$ cat src/rtl/output_packer.sv
// output_packer: return path of the FP multiplier datapath.
// Takes the unpacked product fields (sign, biased exponent sum, raw 1.13 x 1.13
// significand product) and emits one packed IEEE-754 single-precision word.
// Stage 1 normalizes and rounds to nearest-even. The output stage then applies
// the nan/zero/overflow/underflow priority and packs the word.
// The two stages use a valid/ready handshake and hold two results in total.
// Optional feature: define OUTPUT_PACKER_FLAGS_EN to add the status_flags port,
// which carries {overflow, underflow, inexact} aligned with result_word.
module output_packer #(
    parameter int          EXP_W    = 10,
    parameter logic [31:0] NAN_WORD = 32'h7FC00000
) (
    input  logic             clk,
    input  logic             reset,
    input  logic             in_valid,
    output logic             in_ready,
    input  logic             res_sign,
    input  logic [EXP_W-1:0] res_exp,
    input  logic [27:0]      res_mant,
    input  logic             res_zero,
    input  logic             res_nan,
    output logic             out_valid,
    input  logic             out_ready,
`ifdef OUTPUT_PACKER_FLAGS_EN
    output logic [2:0]       status_flags,
`endif
    output logic [31:0]      result_word
);

    // The exponent is carried one bit wider than the input.
    // The +1 from normalization and the +1 from a rounding carry then cannot wrap.
    localparam logic signed [EXP_W:0] EXP_ONE  = {{EXP_W{1'b0}}, 1'b1};
    localparam logic signed [EXP_W:0] EXP_ZERO = '0;
    localparam logic signed [EXP_W:0] EXP_MAX  = {{(EXP_W-7){1'b0}}, 8'hFF};

    // Stage-1 register state
    logic                    s1_valid;
    logic                    s1_sign;
    logic signed [EXP_W:0]   s1_exp;
    logic [22:0]             s1_frac;
    logic                    s1_zero;
    logic                    s1_nan;
`ifdef OUTPUT_PACKER_FLAGS_EN
    logic                    s1_inexact;
`endif

    // Normalize/round combinational results
    logic signed [EXP_W:0]   exp_ext;
    logic signed [EXP_W:0]   exp_pre;
    logic signed [EXP_W:0]   exp_rnd;
    logic [22:0]             frac_pre;
    logic [22:0]             frac_rnd;
    logic [23:0]             frac_sum;
    logic                    guard;
    logic                    sticky;
    logic                    round_up;

    // Pack stage combinational results
    logic                    out_load;
    logic                    s1_advance;
    logic                    in_fire;
    logic                    is_ovf;
    logic                    is_unf;
    logic [31:0]             pack_word;

    // Handshake: the output register refills when it is empty or being drained.
    // S1 moves forward on that same condition.
    always_comb begin
        out_load   = !out_valid || out_ready;
        s1_advance = out_load;
        in_ready   = reset && (!s1_valid || s1_advance);
        in_fire    = in_valid && in_ready;
    end

    // Normalize the [1,4) product to 1.23 and round to nearest-even.
    // A carry out of the fraction bumps the exponent.
    always_comb begin
        exp_ext = {res_exp[EXP_W-1], res_exp};
        if (res_mant[27]) begin
            frac_pre = res_mant[26:4];
            guard    = res_mant[3];
            sticky   = |res_mant[2:0];
            exp_pre  = exp_ext + EXP_ONE;
        end else begin
            frac_pre = res_mant[25:3];
            guard    = res_mant[2];
            sticky   = |res_mant[1:0];
            exp_pre  = exp_ext;
        end
        round_up = guard && (sticky || frac_pre[0]);
        frac_sum = {1'b0, frac_pre} + {23'b0, round_up};
        if (frac_sum[23]) begin
            frac_rnd = 23'b0;
            exp_rnd  = exp_pre + EXP_ONE;
        end else begin
            frac_rnd = frac_sum[22:0];
            exp_rnd  = exp_pre;
        end
    end

    // Stage-1 register: captures the rounded fields when a new input is accepted.
    always_ff @(posedge clk or negedge reset) begin
        if (!reset) begin
            s1_valid   <= 1'b0;
            s1_sign    <= 1'b0;
            s1_exp     <= '0;
            s1_frac    <= '0;
            s1_zero    <= 1'b0;
            s1_nan     <= 1'b0;
`ifdef OUTPUT_PACKER_FLAGS_EN
            s1_inexact <= 1'b0;
`endif
        end else if (in_ready) begin
            s1_valid <= in_valid;
            if (in_fire) begin
                s1_sign    <= res_sign;
                s1_exp     <= exp_rnd;
                s1_frac    <= frac_rnd;
                s1_zero    <= res_zero;
                s1_nan     <= res_nan;
`ifdef OUTPUT_PACKER_FLAGS_EN
                s1_inexact <= guard || sticky;
`endif
            end
        end
    end

    // Range check and pack.
    // Priority order: nan, then zero, then overflow to infinity, then underflow flush, then normal.
    always_comb begin
        is_ovf = (s1_exp >= EXP_MAX);
        is_unf = (s1_exp <= EXP_ZERO);
        if (s1_nan) begin
            pack_word = NAN_WORD;
        end else if (s1_zero) begin
            pack_word = {s1_sign, 31'b0};
        end else if (is_ovf) begin
            pack_word = {s1_sign, 8'hFF, 23'b0};
        end else if (is_unf) begin
            pack_word = {s1_sign, 31'b0};
        end else begin
            pack_word = {s1_sign, s1_exp[7:0], s1_frac};
        end
    end

`ifdef OUTPUT_PACKER_FLAGS_EN
    logic [2:0] flags_next;

    // Status flags follow the same priority. Nan and zero results raise none.
    always_comb begin
        flags_next = 3'b000;
        if (s1_nan || s1_zero) begin
            flags_next = 3'b000;
        end else if (is_ovf) begin
            flags_next = 3'b101;
        end else if (is_unf) begin
            flags_next = 3'b011;
        end else begin
            flags_next = {2'b00, s1_inexact};
        end
    end

    // Flags register moves with result_word and holds under backpressure.
    always_ff @(posedge clk or negedge reset) begin
        if (!reset) begin
            status_flags <= 3'b000;
        end else if (out_load && s1_valid) begin
            status_flags <= flags_next;
        end
    end
`endif

    // Output register: refills from S1 when empty or draining.
    // It holds its word while stalled.
    always_ff @(posedge clk or negedge reset) begin
        if (!reset) begin
            out_valid   <= 1'b0;
            result_word <= 32'b0;
        end else if (out_load) begin
            out_valid <= s1_valid;
            if (s1_valid) begin
                result_word <= pack_word;
            end
        end
    end

endmodule

$ cat config.mk
export PLATFORM = sky130hd
export DESIGN_NAME = output_packer
export DESIGN_NICKNAME = d
export VERILOG_FILES = /design/src/rtl/output_packer.sv
export SDC_FILE = /design/constraint.sdc
export NUM_CORES = 1
export LEC_CHECK = 0
export CAP_MARGIN = 20
export CORE_MARGIN = 5
export CORE_UTILIZATION = 30
export DETAILED_ROUTE_END_ITERATION = 16
export SLEW_MARGIN = 20
export SYNTH_ARGS = -nofsm -noshare
export SYNTH_HDL_FRONTEND = slang
export SYNTH_SLANG_ARGS = --single-unit
export TNS_END_PERCENT = 1
$ cat constraint.sdc
create_clock -name clk -period 2.14 [get_ports clk]
set_input_delay 0.642 -clock clk [delete_from_list [all_inputs] [get_ports clk]]
set_output_delay 0.642 -clock clk [all_outputs]
set_load 0.01 [all_outputs]
==> qor.csv, run 1 <==
stage,metric,value,unit
detailed_routing,drc,0,
clock_tree,clock_latency,0.33,ns
global_routing,grt_max_degree,72,
placed_design,hpwlAfterDp,8630,um
sta,maxSlewHeadroom,43.5,%
global_routing,antenna_found_initial,0,
detailed_routing,wl,11100,um
finish,fin_nets,641,
global_routing,overflow,0,
synthesis,ys_ff_latch,71,
synthesis,postSynthCellCount,422,
clock_tree,cts_root_buf,clkbuf_16,
die,initial_core_util,30.8,%
die,io_pins,79,
hold_path,hold_class,flop to flop,
power,power.leakage,2.77,nW
sta,tightest_slew,0.848,ns
synthesis,synth.most_common_cell,dfrtp_1,
die,fp.dieW,127,um
synthesis,synth_area_leader_cell,dfrtp_1,
clock_tree,cts-buffers-inserted,9,
synthesis,syn_avg_cell_area,9.75,um^2
placed_design,io_buffer_count,78,
synthesis,yosysTopAreaCellShare,43.2,%
clock_tree,cts.sinks,71,
finish,seqCellArea,0.00178,mm^2
setup_path,cp-start-kind,input pin,
global_routing,grt_pass1_vias,3814,
synthesis,syn_area,0.00411,mm^2
die,die_h,127,um
power,p_per_area,694,mW/mm^2
power,finalPower,4.40,mW
placed_design,dp_cells,749,
synthesis,ys_seq_area_share,43.2,%
sta,setup_viol,33,
finish,stdcell_count,773,
setup_path,crit_fanout,4,
setup_path,cp.arrival,2.72,ns
detailed_routing,vias_per_cell,4.94,
detailed_routing,drtAntennaViolNets,0,
synthesis,synthSimpleGateAreaFrac,17.3,%
synthesis,synthArstFlopShare,100,%
detailed_routing,drt-wirelength-per-cell,14.4,um
global_routing,grt_first_pass_wirelength,18900,um
detailed_routing,drt_pass1_iterations,5,
placed_design,gp_congestion,0.829,
synthesis,synthFlopType,dfrtp_1,
synthesis,synth_top_family_by_area,compound AO/OA/AOI/OAI gates,
clock_tree,clockBufferDepth,2,
clock_tree,cts_tree,built,
power,ir_drop,337,uV
synthesis,synth-xor-area-share,8.94,%
sta,finalHoldViolations,0,
die,core_area,0.0133,mm^2
synthesis,synth-edff-count,0,
sta,tns,-8.65,ns
finish,nFillCells,1261,
sta,timing.final.crit_share,117,%
synthesis,muxShareOfSynthArea,6.02,%
sta,worst_slack,-0.370,ns
sta,max_freq,0.398,GHz
outcome,status,"finished, violations left",
setup_path,cp-end-kind,flop,
sta,rsz0062_at_grt,yes,
finish,drive_gt1_share,29.1,%
synthesis,yosys-top-cells-count,"dfrtp_1 (71), nand2_1 (50), a22o_1 (40)",
sta,clock_skew,0.00473,ns
setup_path,crit_required,2.35,ns
outcome,failed_checks,setup timing,
clock_tree,htreeDepth,3,
finish,finish.utilization,47.4,%
synthesis,synthDistinctLibCells,57,
detailed_routing,drt_iter0_drc,202,
die,num_rows,42,
synthesis,synth_fa_ha_area_share,1.22,%
die,die_area,0.0162,mm^2
setup_path,path_class,input pin to flop,
clock_tree,path_clk_slew,0.05,ns
synthesis,synth_compound_area_share,19.9,%
sta,fin_crit,2.51,ns
detailed_routing,vias,3820,
finish,multi_input_area,0.00242,mm^2
run,max_cap_violations,0,
synthesis,syn_nets,471,
finish,antennaDiodeCount,0,
synthesis,ys_top_cells_by_area,"dfrtp_1 (43%), a22o_1 (8.5%), xnor2_1 (4.9%)",
sta,slew_viol_final,0,
finish,syn2layout_area_growth,53.9,%
synthesis,yosysWarningCount,0,
global_routing,track_usage,14.1,%
-- metal layers --
layer  global-route usage (%)  share of wire (%)
met2                     22.4                 46
met4                     4.67                1.7
met5                        0                  0
met1                     19.2                 48
met3                     2.80                4.6
-- state kept, by name, indices dropped and copies added (netlist names) --
register,cells
out_valid,1
s1_exp,11
s1_sign,1
result_word,32
s1_valid,1
s1_frac,23
s1_zero,1
s1_nan,1
-- final cells by class --
class	count	area share (%)
clock buffer	12	3.89
clock inverter	4	0.712
inverter	8	0.474
multi-input combinational	319	38.3
sequential	71	28.1
tap	176	3.48
timing repair buffer	183	25.1
-- worst paths after layout --
path	depth (start not counted)	slack (ns)	endpoint	from
min reg2reg	2	0.47	s1_exp[9]	s1_exp[9]
min in group asynchronous	2	0.56	result_word[29]	reset
max in group asynchronous	2	1.02	result_word[1]	reset
min	2	0.47	s1_exp[9]	s1_exp[9]
max reg2reg	6	0.43	result_word[16]	s1_exp[8]
max	9	-0.37	s1_exp[7]	res_exp[0]
-- what timing repair did --
action / 4_1_cts / 5_1_grt
pin swaps: 18 / 4
hold buffers: 0 / 0
resized for setup: 82 / 8
setup buffers: 9 / 0
endpoints found under the setup margin: 35 / 36
-- power by group --
part           switching, mW  internal [mW]  leakage, nW
clock                  0.507          0.927        0.146
combinational          0.535          0.656         1.73
sequential             0.177           1.59        0.896
-- metrics by stage --
stage	hold WS [ns]	worst slack, ns	cell area (um^2)
2_1_floorplan	0.346	-1.28	4210
3_3_place_gp	0.462	-1.11	5790
3_5_place_dp	0.468	-1.19	5790
4_1_cts	0.479	-0.382	6300
5_1_grt	0.505	-0.477	6330
6_report	0.472	-0.370	6330
-- worst max-delay path: stages --
cell and delay (ns):
clkdlybuf4s50_1 0.46, ha_1 0.27, nand3b_1 0.25, o32ai_2 0.36, buf_4 0.16, nor2_1 0.08
nor4_4 0.28, xnor2_1 0.15, o21ai_1 0.07
-- cell families after synthesis --
family                     after synthesis
buffers and inverters                   32
and+or+nand+nor                        137
muxes                                   24
AOI/OAI and AO/OA                      112
adders and majority gates                4
DFF                                     71
xor gates and xnor gates                42
-- cells in the final DEF (no fill, tap or decap), types with 3 or more instances in the layout --
cell / n
a21boi_0: 3
a21oi_1: 18
a22o_1: 40
a31oi_1: 3
buf_4: 99
buf_6: 7
clkbuf_16: 9
clkdlybuf4s50_1: 54
clkinv_2: 3
dfrtp_1: 71
dlygate4sd2_1: 16
ha_1: 3
inv_1: 7
mux2_2: 5
mux2i_1: 16
nand2_1: 46
nand2_2: 3
nand2b_1: 7
nand2b_4: 3
nand3_1: 7
nand3_2: 3
nand4_1: 9
nor2_1: 19
nor2_2: 3
nor3_1: 4
nor3_2: 4
nor4_4: 3
o21ai_0: 14
o21ai_1: 11
xnor2_1: 22
xor2_1: 19
No activity file was read; power rests on OpenSTA's default activity.
==> run 2: changes to the inputs <==
- CAP_MARGIN: 20 -> not set
- TNS_END_PERCENT: 1 -> not set
==> run 2 against run 1 <==
- largest cell class unchanged
- the flow still finishes with violations (setup timing)
- clock-buffer cell count rose by 1
- flip-flop and latch count stayed put
- core utilization grew 2.1 points
==> qor.csv, run 2 (synthesized netlist as in run 1, its figures left out) <==
stage,metric,value,unit,change
run,max_cap_violations,0,,unchanged
die,fp.dieW,127,um,unchanged
die,num_rows,42,,unchanged
sta,fin_crit,2.52,ns,+0.0120 ns
sta,clock_skew,0.00428,ns,-0.000445 ns
detailed_routing,vias,3776,,-1.2%
global_routing,met1_usage,19.7,%,+0.42 points
die,die_h,127,um,unchanged
setup_path,r2r_cells,6,,unchanged
global_routing,overflow,0,,unchanged
detailed_routing,drt_pass1_iterations,4,,-1
sta,slew_viol_final,0,,unchanged
power,power.leakage,2.94,nW,+6.4%
detailed_routing,drt_iter0_drc,173,,-14%
sta,tightest_slew,0.862,ns,+0.0135 ns
detailed_routing,drc,0,,unchanged
sta,timing.final.crit_share,118,%,+0.56 points
finish,final_cell_mix,"buf_4 (101), dfrtp_1 (71), clkdlybuf4s50_1 (53)",,
global_routing,grt-busiest-layer,met2,,
hold_path,hold_class,flop to flop,,
global_routing,grt_pass1_vias,3820,,+0.16%
setup_path,path_class,input pin to flop,,
global_routing,antenna_found_initial,0,,unchanged
detailed_routing,vias_per_cell,4.82,,-2.4%
placed_design,io_buffer_count,78,,unchanged
global_routing,grt_util_met3,1.88,%,-0.92 points
die,die_area,0.0162,mm^2,unchanged
power,p_per_area,656,mW/mm^2,-5.5%
clock_tree,cts-buffers-inserted,9,,unchanged
sta,maxSlewHeadroom,42.6,%,-0.90 points
global_routing,track_usage,14.2,%,+0.095 points
setup_path,cp_num_buf_inv,4,,+2
setup_path,cp-start-kind,input pin,,
hold_path,hold_depth,2,,unchanged
setup_path,r2r-end,result_word[1],,
setup_path,r2r-start,s1_exp[10],,
finish,drive_gt1_share,32.1,%,+3.0 points
clock_tree,htreeDepth,3,,unchanged
detailed_routing,wl,11700,um,+5.2%
setup_path,max_stage_delay,0.56,ns,+0.10 ns
hold_path,min_from,result_word[31],,
die,initial_core_util,30.8,%,unchanged
sta,worst_slack,-0.382,ns,-0.0120 ns
sta,max_freq,0.397,GHz,-0.47%
setup_path,regToRegSetupSlack,0.42,ns,about the same
power,finalPower,4.34,mW,-1.3%
sta,hold_slack,0.474,ns,+0.00277 ns
detailed_routing,drtAntennaViolNets,0,,unchanged
placed_design,hpwlAfterDp,8450,um,-2.1%
sta,rsz0062_at_grt,yes,,
setup_path,crit_slowest_cell,or4b_4,,
setup_path,crit_required,2.35,ns,about the same
detailed_routing,drt-wirelength-per-cell,15.0,um,+3.9%
outcome,failed_checks,setup timing,,
clock_tree,cts_tree,built,,
setup_path,cpMostUsedCell,buf_8,,
sta,finalHoldViolations,0,,unchanged
finish,final_cell_area,0.00661,mm^2,+4.4%
clock_tree,cts_hold_buf,0,,unchanged
finish,fin_nets,653,,+1.9%
finish,top_regs,"result_word x32, s1_frac x23, s1_exp x11",,
clock_tree,cts.sinks,71,,unchanged
clock_tree,path_clk_slew,0.05,ns,about the same
clock_tree,clockBufferDepth,2,,unchanged
setup_path,cp.arrival,2.73,ns,about the same
placed_design,placed_area,0.00581,mm^2,+0.30%
global_routing,grt_max_degree,72,,unchanged
setup_path,cp-end-kind,flop,,
finish,antennaDiodeCount,0,,unchanged
outcome,status,"finished, violations left",,
clock_tree,cts_root_buf,clkbuf_16,,
finish,syn2layout_area_growth,60.6,%,
finish,regMostFlops,result_word,,
placed_design,gp_congestion,0.814,,-1.8%
setup_path,crit_fanout,6,,+2
finish,largest_reg_flops,32,,unchanged
setup_path,cp_cell_sequence,buf_8 -> buf_8 -> buf_6 -> mux2i_4 -> a2111oi_4 -> or4b_4 -> buf_12 -> nor3_4 -> nand3b_1 -> a32o_1,,
hold_path,hold_end,result_word[31],,
sta,setup_viol,31,,-6.1%
clock_tree,clock_latency,0.32,ns,about the same
global_routing,met2_usage,22.5,%,+0.16 points
power,ir_drop,363,uV,+7.5%
setup_path,critPathTopFamily,simple AND/OR/NAND/NOR gates,,
die,core_area,0.0133,mm^2,unchanged
finish,final_common_cell,buf_4,,
global_routing,grt_first_pass_wirelength,19000,um,+0.55%
die,io_pins,79,,unchanged
run 2: layout make-up:
cell class	instances	area (um^2)
clock inverter	1	5.00
clock buffer	13	260
sequential	71	1780
inverter	8	32.5
fill	1208	6740
multi-input combinational	319	2540
timing repair buffer	195	1770
tap	176	220
run 2: power breakdown:
group	internal, mW	total [mW]	switching, mW
logic	0.692	1.25	0.561
registers	1.60	1.77	0.174
clock network	0.832	1.31	0.483
run 2: timing repair:
item	CTS	global route
gates resized for setup	78	34
endpoints found under the setup margin	35	34
setup buffers	15	6
pin swaps	32	37
cloned	1	3
run 2: metrics by stage:
| stage | instances | TNS [ns] | utilization (%) | worst slack (ns) |
|---|---|---|---|---|
| after floorplan | 422 | -39.26 | - | -1.27 |
| after global placement | 746 | -35.01 | 43.5 | -1.10 |
| after detailed placement | 746 | -36.97 | 43.5 | -1.16 |
| after CTS | 775 | -8.78 | 47.7 | -0.409 |
| after global routing | 783 | -11.31 | 49.5 | -0.502 |
| final | 783 | -8.91 | 49.5 | -0.382 |
run 2: tightest hold or removal path, stage by stage, from the launching register on:
cell and delay, ns:
dfrtp_1 0.34, nand2_1 0.04, o21ai_0 0.05
run 2: worst max path at each step:
stage | start | depth (start not counted) | endpoint | slack (ns)
floorplan | res_mant[27] | 15 | s1_frac[0] | -1.27
global placement | res_mant[1] | 11 | s1_exp[10] | -1.10
detailed placement | res_mant[4] | 11 | s1_exp[10] | -1.16
CTS | res_mant[27] | 10 | s1_exp[10] | -0.41
global route | res_mant[27] | 12 | s1_exp[6] | -0.50
finish | res_mant[27] | 10 | s1_exp[10] | -0.38
run 2: metal layers:
metal,share of wire [%],wire [um]
met2,47,5490
met4,1.8,209
met3,3.0,354
met5,0,0
met1,48,5650
